==> src/rtl/mem_arbiter.sv <==
// Round-robin arbiter for two requesters sharing one fixed-latency memory port.
// Optional MEM_ARB_LOCK_EN adds m1_lock so the loader can keep the bus during bursts.
module mem_arbiter #(
  parameter int ADDR_W  = 32,
  parameter int DATA_W  = 32,
  parameter int MEM_LAT = 1
) (
  input  logic              clk,
  input  logic              rst_n,
  input  logic              m0_req,
  input  logic              m0_we,
  input  logic [ADDR_W-1:0] m0_addr,
  input  logic [DATA_W-1:0] m0_wdata,
  input  logic              m1_req,
  input  logic              m1_we,
  input  logic [ADDR_W-1:0] m1_addr,
  input  logic [DATA_W-1:0] m1_wdata,
`ifdef MEM_ARB_LOCK_EN
  input  logic              m1_lock,
`endif
  output logic              m0_gnt,
  output logic              m1_gnt,
  output logic              m0_rvalid,
  output logic              m1_rvalid,
  output logic [DATA_W-1:0] m0_rdata,
  output logic [DATA_W-1:0] m1_rdata,
  output logic              mem_en,
  output logic              mem_we,
  output logic [ADDR_W-1:0] mem_addr,
  output logic [DATA_W-1:0] mem_wdata,
  input  logic [DATA_W-1:0] mem_rdata,
  output logic              arb_busy,
  output logic              o_dbg_state
);

  if (MEM_LAT < 1 || MEM_LAT > 8) begin : g_bad_lat
    $fatal(1, "mem_arbiter: MEM_LAT must be in 1..8");
  end

  localparam logic       ST_IDLE = 1'b0;
  localparam logic       ST_WAIT = 1'b1;
  localparam logic [2:0] LAT_M1  = 3'(MEM_LAT - 1);

  logic       r_state;
  logic [2:0] r_cnt;
  logic       r_owner;
  logic       r_last;

  logic       w_lock;
  logic       w_win;
  logic       w_accept;
  logic       w_done;

`ifdef MEM_ARB_LOCK_EN
  assign w_lock = m1_lock;
`else
  assign w_lock = 1'b0;
`endif

  // Handshake: a requester holds req until it sees gnt in the same cycle;
  // gnt means accepted, and exactly one rvalid pulse follows MEM_LAT cycles later.
  always_comb begin
    w_win = 1'b0;
    if (m0_req && m1_req) begin
      w_win = (w_lock && r_last) ? 1'b1 : ~r_last;
    end else begin
      w_win = m1_req;
    end
  end

  // rst_n gates the combinational grant so every output is 0 while reset is held.
  assign w_accept = rst_n && (r_state == ST_IDLE) && (m0_req || m1_req);
  assign w_done   = (r_state == ST_WAIT) && (r_cnt == 3'd0);

  assign m0_gnt    = w_accept && !w_win;
  assign m1_gnt    = w_accept && w_win;
  assign mem_en    = w_accept;
  assign mem_we    = w_accept && (w_win ? m1_we : m0_we);
  assign mem_addr  = w_accept ? (w_win ? m1_addr : m0_addr) : '0;
  assign mem_wdata = w_accept ? (w_win ? m1_wdata : m0_wdata) : '0;

  assign m0_rvalid = w_done && !r_owner;
  assign m1_rvalid = w_done && r_owner;
  assign m0_rdata  = m0_rvalid ? mem_rdata : '0;
  assign m1_rdata  = m1_rvalid ? mem_rdata : '0;

  assign arb_busy    = (r_state != ST_IDLE);
  assign o_dbg_state = r_state;

  always_ff @(posedge clk or negedge rst_n) begin
    if (!rst_n) begin
      r_state <= ST_IDLE;
      r_cnt   <= 3'd0;
      r_owner <= 1'b0;
      r_last  <= 1'b1;
    end else begin
      case (r_state)
        ST_IDLE: begin
          if (w_accept) begin
            r_state <= ST_WAIT;
            r_owner <= w_win;
            r_cnt   <= LAT_M1;
          end
        end
        ST_WAIT: begin
          if (r_cnt != 3'd0) begin
            r_cnt <= r_cnt - 3'd1;
          end else begin
            r_last  <= r_owner;
            r_state <= ST_IDLE;
          end
        end
        default: r_state <= ST_IDLE;
      endcase
    end
  end

endmodule

==> config.mk <==
export PLATFORM = sky130hd
export DESIGN_NAME = mem_arbiter
export DESIGN_NICKNAME = d
export VERILOG_FILES = /design/src/rtl/mem_arbiter.sv
export SDC_FILE = /design/constraint.sdc
export NUM_CORES = 1
export LEC_CHECK = 0
export CORE_AREA = 2 2 116 118
export CTS_CLUSTER_SIZE = 28
export DETAILED_ROUTE_END_ITERATION = 8
export DIE_AREA = 0 0 118 120
export GPL_ROUTABILITY_DRIVEN = 1
export PLACE_DENSITY = 0.63
export SYNTH_ARGS = -nofsm -noshare
export SYNTH_HDL_FRONTEND = slang
export SYNTH_SLANG_ARGS = --single-unit
==> constraint.sdc <==
create_clock -name clk -period 1.7 [get_ports clk]
set_input_delay 0.17 -clock clk [delete_from_list [all_inputs] [get_ports clk]]
set_output_delay 0.17 -clock clk [all_outputs]
set_load 0.01 [all_outputs]
==> out/qor.yml <==
ant_nets: 0
clkSinkCount: 6
placed_area_sq_mm: 0.00467
critPathLaunchType: "flop"
cts_inserted_buffers: 3
finalSetupViolCount: 131
clkLatencyLatePin_ns: 0.23
synth_cells: 182
fp.dieW_microns: 118
firstDrtPassIters: 6
num_vias: 3013
drv_slew: 0
worstPathMaxFanout: 5
drcViolationCount: 0
yosys_register_bits: 6
tns_ns: -24.95
die_h_microns: 120
h-tree-depth: 1
hold_viol: 0
slew_headroom: 0.850
postRouteWirelength_microns: 14500
fmax_mhz: 496
min_period_ns: 2.02
final_core_util: 0.437
fp.coreArea_sq_mm: 0.0130
peakVddDrop_mv: 0.364
clock_path_buffers: 2
dieArea_sq_mm: 0.0142
final_common_cell: "clkdlybuf4s50_1"
violations: "negative setup slack"
area_growth_pct: 302
outcome: "finished, violations left"
port_buffers: 301
grt_pass1_vias: 3312
skew_ns: 0.00289
syn_avg_cell_area_sq_um: 7.77
start_util: 0.109
via_per_inst: 4.23
critPathMostFrequentCell: "buf_6"
yosys_warnings: 0
period_share: 1.19
track_usage: 0.189
power.density_mw_per_mm2: 408
pre_cts_ws_ns: -0.690
avgRoutedWirePerCell_microns: 20.3
cpMaxStageDelayCell: "dfrtp_1"
clk_pin_slew_ns: 0.04
grt_max_degree: 18
hp-class: "in -> async"
ctsHoldBuffers: 0
timing.final.ws_setup_ns: -0.316
drtIter0Drc: 90
synth_area_sq_mm: 0.00141
critPathCaptureType: "output pin"
cts_tree: "built"
io_pins: 302
critPathMaxStageDelay_ns: 0.38
gp_congestion: 0.827
worstSetupPathType: "reg -> out"
grt_pass1_wl_microns: 20300
rsz0062_at_grt: "yes"
path_cells: "inv_1 -> ha_2 -> ha_4 -> and3_4 -> buf_12 -> buf_16 -> buf_6 -> and2_4 -> buf_6"
maxCapViolCount: 0
p_leak_nw: 2.66
antenna_found_initial: 1
max_slew.worst_pin.slew_ns: 0.223
dp_hpwl_microns: 8660
fin_hold_ws_ns: 0.0475
layout_common_cells: "clkdlybuf4s50_1 (164), buf_6 (97), a22o_1 (64)"
overflow: 0
layout-drive-gt1-share: 0.520
arrival_ns: 1.85
layout.nets: 704
seq_area_frac_synth: 0.107
yosysUniqueCellTypes: 21
clockRootBuffer: "clkbuf_16"
critical_path_required_ns: 1.53
syn_nets: 350
final_area_sq_mm: 0.00568
num_rows: 42
## stage by stage
stage / total power, mW / instances
floorplan: 0.580 / 182
global placement: 1.48 / 648
detailed placement: 1.48 / 648
CTS: 2.25 / 709
global route: 2.42 / 712
finish: 2.32 / 712
## logic make-up (layout without fill, tap and decap cells)
group / count (synthesis) / after routing / share of synthesized area
other cells: 0 / 1 / 0
mux: 1 / 1 / 0.00708
simple gates: 76 / 76 / 0.335
fa+ha+maj: 2 / 2 / 0.0177
compound gates: 71 / 71 / 0.438
flops: 6 / 6 / 0.107
buf+inv: 26 / 379 / 0.0947
## registers in the layout (all words and copies together) (netlist names)
| signal | cells |
|---|---|
| r_cnt | 3 |
| arb_busy | 1 |
| r_last | 1 |
| r_owner | 1 |
## layer usage
layer	GRT usage	routed length, microns
met5	0	0
met4	0.0550	399
met3	0.0499	1300
met2	0.370	7710
met1	0.194	5070
## worst paths after layout
check	from	endpoint	slack [ns]	depth (start not counted)
min in group clk	r_cnt[1]	r_cnt[1]	0.53	2
worst max register to register	r_cnt[0]	r_last	0.10	8
worst max-delay path	r_cnt[0]	m1_rdata[0]	-0.32	9
worst min register to register	r_cnt[1]	r_cnt[1]	0.53	2
max in group asynchronous	rst_n	r_last	1.45	2
worst min-delay path	rst_n	r_owner	0.05	2
## synth_stat cells (all sizes together)
cell type / instances / area share
a211oi: 1 / 0.014
a21o: 1 / 0.0053
a22o: 65 / 0.40
and2: 64 / 0.28
and3: 1 / 0.0044
buf: 15 / 0.065
clkbuf: 7 / 0.019
dfrtp: 5 / 0.088
dfstp: 1 / 0.019
ha: 2 / 0.018
inv: 4 / 0.011
mux2i: 1 / 0.0071
nand2: 3 / 0.0080
nand2b: 3 / 0.019
nor2: 3 / 0.0080
nor2b: 1 / 0.0044
nor3b: 1 / 0.0088
o21ai: 2 / 0.0071
o22ai: 2 / 0.0088
## critical path: cells and delay by family (launching register included)
| kind | cells | cell delay [ns] |
|---|---|---|
| fa+ha+maj | 2 | 0.33 |
| simple gates | 2 | 0.40 |
| flops | 1 | 0.38 |
| buf+inv | 5 | 0.50 |
## final cells by class
cell class,instances,area (sq um)
antenna,1,2.50
clock buffer,4,78.8
fill,1231,7300
inverter,4,15.0
multi-input combinational,150,1340
sequential,6,151
tap,176,220
timing repair buffer,371,3870
## timing repair
item,in CTS,in global routing
setup buffers,36,14
gates resized for setup,636,112
pin swaps,52,72
cloned,21,1
setup endpoints to repair,134,132
## report_power, final
part / total (mW) / switching [mW] / internal [mW]
logic: 1.74 / 0.627 / 1.12
clock network: 0.399 / 0.0874 / 0.312
registers: 0.174 / 0.0145 / 0.160
total: 2.32 / 0.729 / 1.59
Power figures use the tool's default switching activity.
